## config.mk

```make
export PLATFORM = sky130hd
export DESIGN_NAME = div_16x8_seq
export DESIGN_NICKNAME = d
export VERILOG_FILES = /design/src/rtl/div_pkg.sv /design/src/rtl/div_step.sv /design/src/rtl/div_16x8_seq.sv
export SDC_FILE = /design/constraint.sdc
export NUM_CORES = 1
export LEC_CHECK = 0
export CAP_MARGIN = 20
export CORE_UTILIZATION = 40
export DETAILED_ROUTE_END_ITERATION = 10
export PLACE_DENSITY = 0.79
export SETUP_SLACK_MARGIN = 0.02
export SKIP_LAST_GASP = 1
export SYNTH_ARGS = -nofsm -noshare
export SYNTH_HDL_FRONTEND = slang
export SYNTH_SLANG_ARGS = --single-unit
```

## constraint.sdc

```tcl
create_clock -name clk -period 3.63 [get_ports clk]
set_input_delay 0.363 -clock clk [delete_from_list [all_inputs] [get_ports clk]]
set_output_delay 0.363 -clock clk [all_outputs]
set_load 0.1 [all_outputs]
```

## src/rtl/div_pkg.sv

```systemverilog
// Shared types and constants for the sequential restoring divider.
// Widths here are the build widths the divider is instantiated with.
package div_pkg;

   localparam int DIV_N_W = 16;
   localparam int DIV_D_W = 8;
   localparam int CNT_W   = $clog2(DIV_N_W);

   // Quotient reported for a zero divisor.
   localparam logic [DIV_N_W-1:0] QUOT_DIV0 = '1;

   typedef enum logic [1:0] {
      IDLE = 2'd0,
      BUSY = 2'd1,
      DONE = 2'd2
   } div_state_e;

endpackage

```

## src/rtl/div_step.sv

```systemverilog
// One combinational restoring-division step: shift in the next dividend bit,
// subtract the divisor when it fits and report the resulting quotient bit.
module div_step #(
   parameter int D_W = 8
) (
   input  logic [D_W-1:0] r_i,
   input  logic           bit_i,
   input  logic [D_W-1:0] divisor_i,
   output logic [D_W-1:0] r_o,
   output logic           q_bit_o
);

   logic [D_W:0] r_shift;

   always_comb begin
      r_shift = {r_i, bit_i};
      q_bit_o = (r_shift >= {1'b0, divisor_i});
      // A successful subtraction always leaves less than the divisor, so the
      // low D_W bits of the difference are exact.
      if (q_bit_o) begin
         r_o = r_shift[D_W-1:0] - divisor_i;
      end else begin
         r_o = r_shift[D_W-1:0];
      end
   end

endmodule

```

## src/rtl/div_16x8_seq.sv

```systemverilog
// Sequential restoring divider, one quotient bit per clock: N_W cycles from accept
// to out_valid (one cycle for a zero divisor when DIV_ZERO_DETECT_EN is defined).
// Backpressure: result is held in DONE until out_ready; in_ready only while idle.
module div_16x8_seq
   import div_pkg::*;
#(
   parameter int N_W = DIV_N_W,
   parameter int D_W = DIV_D_W
) (
   input  logic           clk,
   input  logic           rst_n,
   input  logic           in_valid,
   output logic           in_ready,
   input  logic [N_W-1:0] dividend,
   input  logic [D_W-1:0] divisor,
   output logic           out_valid,
   input  logic           out_ready,
   output logic [N_W-1:0] quotient,
   output logic [D_W-1:0] remainder,
   output logic           div_zero
);

   div_state_e       state_q, state_d;
   logic [N_W-1:0]   q_q, q_d;
   logic [D_W-1:0]   r_q, r_d;
   logic [D_W-1:0]   dvs_q, dvs_d;
   logic [CNT_W-1:0] cnt_q, cnt_d;
   logic [D_W-1:0]   r_step;
   logic             q_bit;

   // The quotient register doubles as the dividend shifter: its MSB feeds the
   // partial remainder while quotient bits enter at the LSB.
   div_step #(.D_W(D_W)) u_step (
      .r_i       (r_q),
      .bit_i     (q_q[N_W-1]),
      .divisor_i (dvs_q),
      .r_o       (r_step),
      .q_bit_o   (q_bit)
   );

`ifdef DIV_ZERO_DETECT_EN
   logic div_zero_q, div_zero_d;
`endif

   always_comb begin
      state_d = state_q;
      q_d     = q_q;
      r_d     = r_q;
      dvs_d   = dvs_q;
      cnt_d   = cnt_q;
`ifdef DIV_ZERO_DETECT_EN
      div_zero_d = div_zero_q;
`endif
      case (state_q)
         IDLE: begin
            if (in_valid) begin
               q_d     = dividend;
               dvs_d   = divisor;
               r_d     = '0;
               cnt_d   = '0;
               state_d = BUSY;
`ifdef DIV_ZERO_DETECT_EN
               if (divisor == '0) begin
                  q_d        = QUOT_DIV0;
                  r_d        = dividend[D_W-1:0];
                  div_zero_d = 1'b1;
                  state_d    = DONE;
               end
`endif
            end
         end
         BUSY: begin
            q_d   = {q_q[N_W-2:0], q_bit};
            r_d   = r_step;
            cnt_d = cnt_q + 1'b1;
            if (cnt_q == CNT_W'(N_W - 1)) begin
               state_d = DONE;
               // With a zero divisor the remainder path already ends holding
               // the dividend's low bits; only the quotient is forced.
               if (dvs_q == '0) begin
                  q_d = QUOT_DIV0;
               end
            end
         end
         DONE: begin
            if (out_ready) begin
               state_d = IDLE;
`ifdef DIV_ZERO_DETECT_EN
               div_zero_d = 1'b0;
`endif
            end
         end
         default: state_d = IDLE;
      endcase
   end

   always_ff @(posedge clk) begin
      if (!rst_n) begin
         state_q <= IDLE;
         q_q     <= '0;
         r_q     <= '0;
         dvs_q   <= '0;
         cnt_q   <= '0;
`ifdef DIV_ZERO_DETECT_EN
         div_zero_q <= 1'b0;
`endif
      end else begin
         state_q <= state_d;
         q_q     <= q_d;
         r_q     <= r_d;
         dvs_q   <= dvs_d;
         cnt_q   <= cnt_d;
`ifdef DIV_ZERO_DETECT_EN
         div_zero_q <= div_zero_d;
`endif
      end
   end

   assign in_ready  = (state_q == IDLE);
   assign out_valid = (state_q == DONE);
   assign quotient  = q_q;
   assign remainder = r_q;
`ifdef DIV_ZERO_DETECT_EN
   assign div_zero  = div_zero_q;
`else
   assign div_zero  = 1'b0;
`endif

endmodule
```

==> summary.md, run 1 <==
| Metric | Value |
|---|---|
| Critical Path End Type | `primary output` |
| Floorplan row count | `26` |
| Status | `finished, final reports clean` |
| Post-synthesis area per instance | `8.48 um2` |
| Power density of the placed cells | `582 nW/um2` |
| CP Data Arrival Time | `2080 ps` |
| Starting density of the core | `41.7%` |
| Distinct cell type count after synthesis | `46` |
| Cell chain of the critical path | `inv_1 -> nor2_1 -> clkdlybuf4s50_1` |
| Sequential-to-total area share from yosys stat | `a little over a third` |
| Final Routed Wirelength | `4990 um` |
| Relative slew slack | `32.4%` |
| Die height | `74.9 um` |
| Total overflow reported by the global router | `0` |
| Root Buffer Master | `clkbuf_8` |
| Antenna violations before repair | `0` |
| Slowest Stage Delay on Critical Path | `1160 ps` |
| Library cell with the highest instance count after synthesis | `nand2_1` |
| Number of hold buffers added after CTS | `0` |
| Dominant cell type by area after synthesis | `dfxtp_1` |
| Worst-case vdd ir drop | `0.000265 V` |
| Top achievable clock speed | `409 MHz` |
| Synthesis-to-layout area growth | `32.2%` |
| Share of flip-flops with an asynchronous set or reset | `0%` |
| Vias in the first global route | `1835` |
| Register area | `761 um2` |
| Wire per inst | `13.5 um` |
| Port Buffers | `53` |
| Leakage power | `around 1.1 nW` |
| Final number of hold-violating endpoints | `0` |
| Placed cell areas | `2670 um2` |
| Final cell area excluding filler cells | `2810 um2` |
| Buffers from clock root to sink, at most | `2` |
| Number of nets in the synthesized netlist | `289` |
| Cell area after synthesis | `2130 um2` |
| Count of flip-flops with a built-in enable after synthesis | `0` |
| Pin count of the biggest net entering global routing | `21` |
| Post-CTS resize count | `0` |
| Antenna violation net count after detailed routing | `0` |
| Part of the cycle the worst path needs | `67.3%` |
| Fraction of post-synthesis cell area in the top cell type by area | `35.7%` |
| Worst setup path class | `reg2out` |
| Clock tree from TritonCTS | `built` |
| Highest fanout seen on the critical path | `5` |
| Critical path's slowest cell | `clkdlybuf4s50_1` |
| Setup repair after global routing missed its margin | `false` |
| Most instantiated cells after synthesis | `46 x nand2_1, 38 x dfxtp_1, 16 x o221ai_1` |
| Number of maximum-capacitance constraint violations | `0` |
| Routed via count | `roughly 2.0k` |
| Synth Instances | `251` |
| Post-route DRC | `0` |
| Total power draw | `1.64 mW` |
| Standard cell core area | `between 5000 and 6000 um2` |
| Type of the worst min-delay path | `reg2reg` |
| Antenna diodes | `0` |
| Global-route usage over all layers | `around 20%` |
| Die ar. | `5620 um2` |
| Die Span X | `74.9 um` |
| Number of iterations in the first detailed-routing pass | `4` |
| Number of setup violations in the final report | `0` |
| Gp weighted congestion | `0.799` |
| Post-CTS Setup Inserts | `0` |
| Number of levels in the clock H-tree | `2` |
| Number of synthesized register bits | `38` |
| Required arrival time at the worst endpoint | `around 3300 ps` |
| Final slew viol count | `0` |
| Yosys warning total | `0` |
| Minimum clock period | `2440 ps` |
| Area used by multi-input combinational logic | `1210 um2` |
| Commonest register cell after synthesis | `dfxtp_1` |
| Measured slew at the worst slew-check pin | `1010 ps` |
| First-pass GRT wire length | `8260 um` |
| Source-to-sink clock delay at the later pin of the worst-skew pair | `around 290 ps` |
| Vias per std cell | `5.33` |
| TritonCTS Sinks | `38` |
| Layout cell share with drive strength beyond 1 | `6.69%` |
| Synth area leaders | `dfxtp_1 36%, nand2_1 8.1%, o221ai_1 6.6%` |
| Largest clock skew in the final design | `3.64 ps` |
| Accumulated negative setup slack | `0 ps` |
| CP Launch Type | `flop` |
| TritonCTS buffer count | `5` |
| Clock Pin Slew Worst Setup and Hold Paths | `80 ps` |
| Fill cell instance count of the final layout | `493` |
| Number of nets at the end of the flow | `336` |
| Top-level port count | `between 50 and 60` |
| Post-DP HPWL | `3690 um` |
| Initial drt markers | `92` |
-- layer usage --
metal | global-route usage, % | vias up | wire, um
met3 | 7.63 | 6 | 401
met1 | 22.2 | 916 | 2160
met5 | 0 | - | 0
li1 | - | 983 | -
met2 | 33.4 | 63 | 2370
met4 | 6.71 | 0 | 58
-- sequential cells by signal, indices dropped and copies added, names as in the netlist --
name	flops
remainder	8
quotient	16
state_q	2
cnt_q	4
dvs_q	8
-- final timing paths --
path | from | to | slack [ps] | cells past startpoint
setup reg to reg | dvs_q[4] | remainder[0] | 1410 | 7
setup / recovery | state_q[1] | out_valid | 1190 | 3
hold / removal | quotient[7] | quotient[7] | 470 | 2
hold reg to reg | quotient[7] | quotient[7] | 470 | 2
-- stage by stage --
stage | cells | util (%) | hold WS (ps) | setup WS (ps)
after floorplan | 251 | - | 444 | 900
after global placement | 361 | 52.3 | 457 | 1340
after detailed placement | 361 | 52.3 | 464 | 1290
after CTS | 369 | 55.1 | 475 | 1180
after global routing | 369 | 55.1 | 503 | 1100
final | 369 | 55.1 | 474 | 1190
-- power breakdown --
part           switching (mW)  total [mW]  internal, mW
logic                   0.457       0.700         0.243
registers              0.0366       0.491         0.454
clock network           0.153       0.446         0.293
-- critical path, delay by kind of cell, from the launching register on --
kind                   cells  cell delay [ps]
AND/OR/NAND/NOR            1              140
flip-flops                 1              390
buffers and inverters      2             1260
-- final cells by class --
cell class,instances,area share [%]
Sequential cell,38,27.0
Clock inverter,2,2.13
Clock buffer,6,2.93
Tap cell,70,3.11
Inverter,15,2.00
Timing Repair Buffer,56,19.7
Multi-Input combinational cell,182,43.1
-- cells in the final DEF (no fill, tap or decap), drive strengths merged, types with 4 or more instances in the layout --
cell type      count
clkdlybuf4s50     53
nand2             47
dfxtp             38
a21boi            23
o221ai            17
inv               15
nor2              12
o21ai             10
ha                 9
a21oi              9
mux2i              8
nor2b              8
clkbuf             6
nand3              4
and2               4
-- kinds of logic (layout without fill, tap and decap cells) --
group / after synthesis / in the layout / synth area share, %
and+or+nand+nor: 86 / 86 / 18.8
AOI/OAI and AO/OA: 73 / 73 / 26.5
DFF: 38 / 38 / 35.7
buffers and inverters: 31 / 79 / 7.23
adders and majority gates: 10 / 10 / 6.23
muxes: 8 / 8 / 3.76
xor gates and xnor gates: 4 / 4 / 1.65
other: 1 / 1 / 0.176
Power figures use the tool's default switching activity.
==> inputs of run 2 (changes only) <==
PLACE_DENSITY = 0.81   (was 0.79)
clock period = 2 ns   (was 3.63 ns; I/O delays follow)
==> run 2 against run 1 <==
Against the previous run:
- register-to-register slack lost 1400 ps
- clock power increased by 33%
- power is 77% higher
- worst hold slack got worse by 14 ps
- non-clock buffer count is 13 higher
- combinational power grew 100%
- count of clock-buffer cells in the layout up 2
- critical path type is now reg2reg
- critical endpoint is now remainder[6]
- largest power group unchanged
==> summary.md, run 2 (synthesized netlist as in run 1, its figures left out) <==
| Metric | Value |
|---|---|
| Post-route DRC | `0` |
| Vias in the first global route | `between 1.5k and 2k` |
| Final number of hold-violating endpoints | `0` |
| Number of setup violations in the final report | `0` |
| Leakage power | `1.17 nW` |
| First-pass GRT wire length | `8630 um` |
| Antenna diodes | `0` |
| Layout cell share with drive strength beyond 1 | `24.0%` |
| Port Buffers | `53` |
| Setup slack after placement | `-52.0 ps` |
| Number of iterations in the first detailed-routing pass | `4` |
| Final Routed Wirelength | `~5400 um` |
| Clock Pin Slew Worst Setup and Hold Paths | `approximately 70 ps` |
| Total overflow reported by the global router | `0` |
| Standard cell core area | `5110 um2` |
| Cell chain of the critical path | `inv_2 -> ha_4 -> fa_2 -> or2b_1 -> a21oi_2 -> mux2i_1 -> nor3_1 -> o31ai_1` |
| Routed via count | `a little over 2k` |
| Relative slew slack | `65.9%` |
| Number of levels in the clock H-tree | `2` |
| Floorplan row count | `26` |
| Part of the cycle the worst path needs | `a little over nine tenths` |
| Pin count of the biggest net entering global routing | `20` |
| Critical path's slowest cell | `fa_2` |
| Type of the worst min-delay path | `in2reg` |
| Root Buffer Master | `clkbuf_8` |
| Wire per inst | `14.2 um` |
| Status | `finished, final reports clean` |
| Commonest cells after routing, fill and taps aside | `46 x nand2_1, 41 x buf_4, 29 x dfxtp_1` |
| Top achievable clock speed | `511 MHz` |
| TritonCTS Sinks | `38` |
| Number of maximum-capacitance constraint violations | `0` |
| Global-route usage over all layers | `20.3%` |
| Number of nets at the end of the flow | `349` |
| Minimum clock period | `1960 ps` |
| Required arrival time at the worst endpoint | `2200 ps` |
| TritonCTS buffer count | `5` |
| Final cell area excluding filler cells | `2860 um2` |
| Placed cell areas | `~2700 um2` |
| Slowest Stage Delay on Critical Path | `390 ps` |
| Reg2reg start | `quotient[15]` |
| R2R setup slack | `~44 ps` |
| Die Span X | `74.9 um` |
| Vias per std cell | `5.29` |
| Die ar. | `around 5600 um2` |
| Post-DP HPWL | `3900 um` |
| Initial drt markers | `107` |
| Routing layer with the top usage in global route | `met2` |
| Capturing point of the worst reg2reg path | `remainder[6]` |
| Synthesis-to-layout area growth | `34.5%` |
| Setup repair after global routing missed its margin | `true` |
| Global routing met2 resource utilization | `a little under two fifths` |
| Critical Path End Type | `flop` |
| Power density of the placed cells | `1010 nW/um2` |
| Cells after DPL | `369` |
| Met3 track demand over resource in global routing | `5.76%` |
| Largest clock skew in the final design | `2.48 ps` |
| CP Data Arrival Time | `between 2000 and 2500 ps` |
| Source-to-sink clock delay at the later pin of the worst-skew pair | `290 ps` |
| Largest register FFs | `16` |
| Worst path setup slack after routing | `43.7 ps` |
| Clock tree from TritonCTS | `built` |
| CP Launch Type | `flop` |
| Antenna violations before repair | `0` |
| Worst Reg-to-Reg Cells | `8` |
| Non-filler cells, final | `382` |
| Most common library cell in the layout ignoring fill and taps | `nand2_1` |
| Hold Path Cell Cnt | `3` |
| Highest fanout seen on the critical path | `2` |
| Fill cell instance count of the final layout | `469` |
| Top-level port count | `55` |
| Worst-case vdd ir drop | `0.000587 V` |
| Measured slew at the worst slew-check pin | `510 ps` |
| Gp weighted congestion | `approximately 0.87` |
| Met1 Track Usage GR | `22.9%` |
| Buffers from clock root to sink, at most | `2` |
| Starting density of the core | `41.7%` |
| Antenna violation net count after detailed routing | `0` |
| Final slew viol count | `0` |
| Destination of the worst hold path | `dvs_q[6]` |
| Die height | `74.9 um` |
| Startpoint of the most critical hold path | `divisor[6]` |
| Worst setup path class | `reg2reg` |
| Bufs and invs on worst path | `1` |
| Crit-path leading delay family | `adder cells` |
-- run 2: cell count changes in the layout (fill, tap and decap cells not counted), moves of 3 or more --
| cell | change |
|---|---|
| buf_4 | +38 |
| ha_1 | -3 |
| dfxtp_2 | +4 |
| dfxtp_1 | -9 |
| clkdlybuf4s50_1 | -26 |
| dfxtp_4 | +5 |
-- run 2: routing by layer --
metal	vias to the layer above	routed length (um)
met3	9	338
li1	1004	-
met4	0	70
met2	55	2700
met5	-	0
met1	952	2300
-- run 2: cell type report --
type	count	area (um2)	area share, %
Tap cell	70	87.6	3.06
Timing Repair Buffer	69	589	20.6
Clock buffer	8	101	3.54
Multi-Input combinational cell	182	1240	43.4
Sequential cell	38	785	27.4
Inverter	15	56.3	1.97
-- run 2: worst max path at each step --
stage	slack, ps	depth (start not counted)	from	end
2_1_floorplan	-140	5	state_q[0]	cnt_q[3]
3_3_place_gp	80	8	quotient[15]	remainder[6]
3_5_place_dp	-50	8	quotient[15]	remainder[6]
4_1_cts	50	7	dvs_q[2]	remainder[7]
5_1_grt	-70	8	quotient[15]	remainder[6]
6_report	40	8	quotient[15]	remainder[6]
-- run 2: worst register-to-register path: stages (launching register included) --
cell and delay (ps):
dfxtp_2 340, inv_2 50, ha_4 160, fa_2 390, or2b_1 270, a21oi_2 160
mux2i_1 190, nor3_1 70, o31ai_1 230
-- run 2: report_power, final --
part / switching, mW / internal [mW]
Sequential: 0.0702 / 0.829
Clock: 0.272 / 0.323
Combinational: 0.877 / 0.532
-- run 2: repair_timing --
action | CTS | global route
cloned | 0 | 0
gates resized for setup | 3 | 9
endpoints found under the setup margin | 1 | 7
hold buffers | 0 | 0
pin swaps | 0 | 4
setup buffers | 0 | 5
-- run 2: stage by stage --
step	total power, mW	hold WS (ps)	TNS (ps)	utilization (%)
floorplan	1.93	345	-135	-
CTS	2.86	465	0	54.9
global route	3.04	492	-65.7	56.1
detailed placement	2.26	463	-52.0	52.7
finish	2.90	460	0	56.1
global placement	2.22	456	0	52.7
==> inputs of run 3 (changes only) <==
ABC_AREA = 1   (was not set)
PLACE_DENSITY = 0.78   (was 0.81)
clock period = 1.9 ns   (was 2 ns; I/O delays follow)
==> run 3 against run 2 <==
Against the previous run:
- area after synthesis up 6.8%
- synthesized cell count grew 26%
- critical endpoint unchanged
- cell count is 15% higher
- critical path type unchanged
- sequential power rose by 16%
- first-iteration DRC count up 25%
- largest power group unchanged
- clock power fell by 3%
- worst setup slack gained 84 ps
- critical path depth is 1 higher
==> summary.md, run 3 <==
| Metric | Value |
|---|---|
| Status | `finished, final reports clean` |
| First-pass GRT wire length | `8970 um` |
| Minimum clock period | `1770 ps` |
| Wire per inst | `12.7 um` |
| Leakage power | `1.30 nW` |
| Number of synthesized register bits | `38` |
| Gp weighted congestion | `0.930` |
| Accumulated negative setup slack | `0 ps` |
| Largest clock skew in the final design | `4.78 ps` |
| Critical Path End Type | `flop` |
| Final number of hold-violating endpoints | `0` |
| Die Span X | `around 77 um` |
| Type of the worst min-delay path | `reg2reg` |
| Floorplan row count | `27` |
| Most instantiated cells after synthesis | `52 x nand2_1, 38 x dfxtp_1, 37 x a21oi_1, 37 x inv_1, 29 x nor2_1` |
| Final slew viol count | `0` |
| Post-route DRC | `0` |
| Post-synthesis area per instance | `7.19 um2` |
| Yosys warning total | `0` |
| Number of nets in the synthesized netlist | `354` |
| Cells after DPL | `430` |
| Number of iterations in the first detailed-routing pass | `4` |
| Fill cell instance count of the final layout | `524` |
| Number of maximum-capacitance constraint violations | `0` |
| Fraction of post-synthesis cell area in the top cell type by area | `around a third` |
| Number of levels in the clock H-tree | `2` |
| Starting density of the core | `41.3%` |
| Core utilization of the finished layout | `53.2%` |
| Commonest cells after routing, fill and taps aside | `51 x nand2_1, 37 x inv_1, 37 x a21oi_1` |
| TritonCTS Sinks | `38` |
| Die height | `between 70 and 80 um` |
| Most common library cell in the layout ignoring fill and taps | `nand2_1` |
| Commonest register cell after synthesis | `dfxtp_1` |
| Clock tree from TritonCTS | `built` |
| Synth Instances | `316` |
| Number of setup violations in the final report | `0` |
| R2R setup slack | `130 ps` |
| Cell area after synthesis | `between 2000 and 2500 um2` |
| Non-filler cells, final | `439` |
| Largest register FFs | `16` |
| Source-to-sink clock delay at the later pin of the worst-skew pair | `280 ps` |
| Highest fanout seen on the critical path | `8` |
| Layout cell share with drive strength beyond 1 | `22.1%` |
| Setup repair after global routing missed its margin | `false` |
| Count of flip-flops with a built-in enable after synthesis | `0` |
| Top achievable clock speed | `564 MHz` |
| Part of the cycle the worst path needs | `around 93%` |
| TritonCTS buffer count | `5` |
| Routed via count | `around 2.2k` |
| Number of hold buffers added after CTS | `0` |
| Antenna violation net count after detailed routing | `0` |
| Port Buffers | `53` |
| Buffers from clock root to sink, at most | `2` |
| Power density of the placed cells | `approximately 1500 nW/um2` |
| Post-CTS Setup Inserts | `0` |
| Sequential-to-total area share from yosys stat | `between 30% and 40%` |
| Final Routed Wirelength | `roughly 5600 um` |
| Synthesis-to-layout area growth | `28.9%` |
| Standard cell core area | `5510 um2` |
| Antenna violations before repair | `0` |
| Top-level port count | `55` |
| Distinct cell type count after synthesis | `34` |
| Synth area leaders | `dfxtp_1 33%, nand2_1 8.6%, a21oi_1 8.1%` |
| Library cell with the highest instance count after synthesis | `nand2_1` |
| Share of flip-flops with an asynchronous set or reset | `0%` |
| Worst-case vdd ir drop | `around 0.00065 V` |
| Clock Pin Slew Worst Setup and Hold Paths | `80 ps` |
| CP Launch Type | `flop` |
| Initial drt markers | `134` |
| Total overflow reported by the global router | `0` |
| Dominant cell type by area after synthesis | `dfxtp_1` |
| Global-route usage over all layers | `18.4%` |
| Post-DP HPWL | `4050 um` |
| Root Buffer Master | `clkbuf_8` |
| Number of nets at the end of the flow | `404` |
| Worst setup path class | `reg2reg` |
| Pin count of the biggest net entering global routing | `34` |
| Vias in the first global route | `1955` |
| Antenna diodes | `0` |
| Die ar. | `5990 um2` |
| Post-CTS resize count | `0` |
| Required arrival time at the worst endpoint | `just over 2000 ps` |
| CP Data Arrival Time | `1920 ps` |
| Vias per std cell | `around 5.0` |
-- run 3: changes by cell type after synthesis, sizes merged, moves of 17 or more --
cell / previous run / this run
inv: 15 / 40
o21ai: 10 / 28
nor2: 12 / 32
a21oi: 9 / 39
o221ai: 17 / 0
a21boi: 23 / 0
nand3: 4 / 27
-- run 3: final timing paths --
check	to	cells after the start	startpoint
worst max-delay path	remainder[6]	9	dvs_q[6]
worst min-delay path	cnt_q[3]	2	cnt_q[3]
worst max register to register	remainder[6]	9	dvs_q[6]
worst min register to register	cnt_q[3]	2	cnt_q[3]
-- run 3: area by class of cell --
class	instances	area [um2]	share of cell area [%]
multi-input combinational	224	1320	45.1
sequential	38	781	26.6
timing repair buffer	57	495	16.9
inverter	40	150	5.12
tap	72	90.1	3.07
clock buffer	6	82.6	2.82
clock inverter	2	11.3	0.384
-- run 3: kinds of logic (layout without fill, tap and decap cells) --
family                     Yosys count  count (layout)  synth area share, %
adders and majority gates           10              10                 5.83
AOI/OAI and AO/OA                   83              83                 20.4
other                                1               1                0.165
and+or+nand+nor                    126             127                 27.6
DFF                                 38              38                 33.5
xor gates and xnor gates             3               3                 1.16
buffers and inverters               55             105                 11.4
-- run 3: critical path: stages (launching register included) --
cell and delay [ps]:
dfxtp_1 310, inv_1 100, ha_2 320, nand2_1 80
nand2_1 90, a21oi_4 220, and2_4 270, nand3_2 100
nand3_1 90, a21oi_1 60
-- run 3: through the flow --
stage	setup slack (ps)	hold slack [ps]	total power, mW	cell area, um2
2_1_floorplan	28.1	325	3.17	2290
3_3_place_gp	144	453	3.58	2770
3_5_place_dp	128	465	3.62	2770
4_1_cts	117	476	4.20	2860
5_1_grt	15.9	500	4.68	2930
6_report	128	469	4.39	2930
-- run 3: report_power, final --
part | internal (mW) | switching, mW
registers | 0.930 | 0.110
clock network | 0.293 | 0.286
logic | 0.897 | 1.87
-- run 3: per-layer routing --
layer  vias up  routed length (um)  share of wire, %  track usage, %
met5         -                   0                 0               0
met4         0                  36              0.65            5.09
met3         2                 209               3.8            2.59
met2        56                2660                48            30.4
met1       989                2660                48            24.8
li1       1140                   -                 -               -
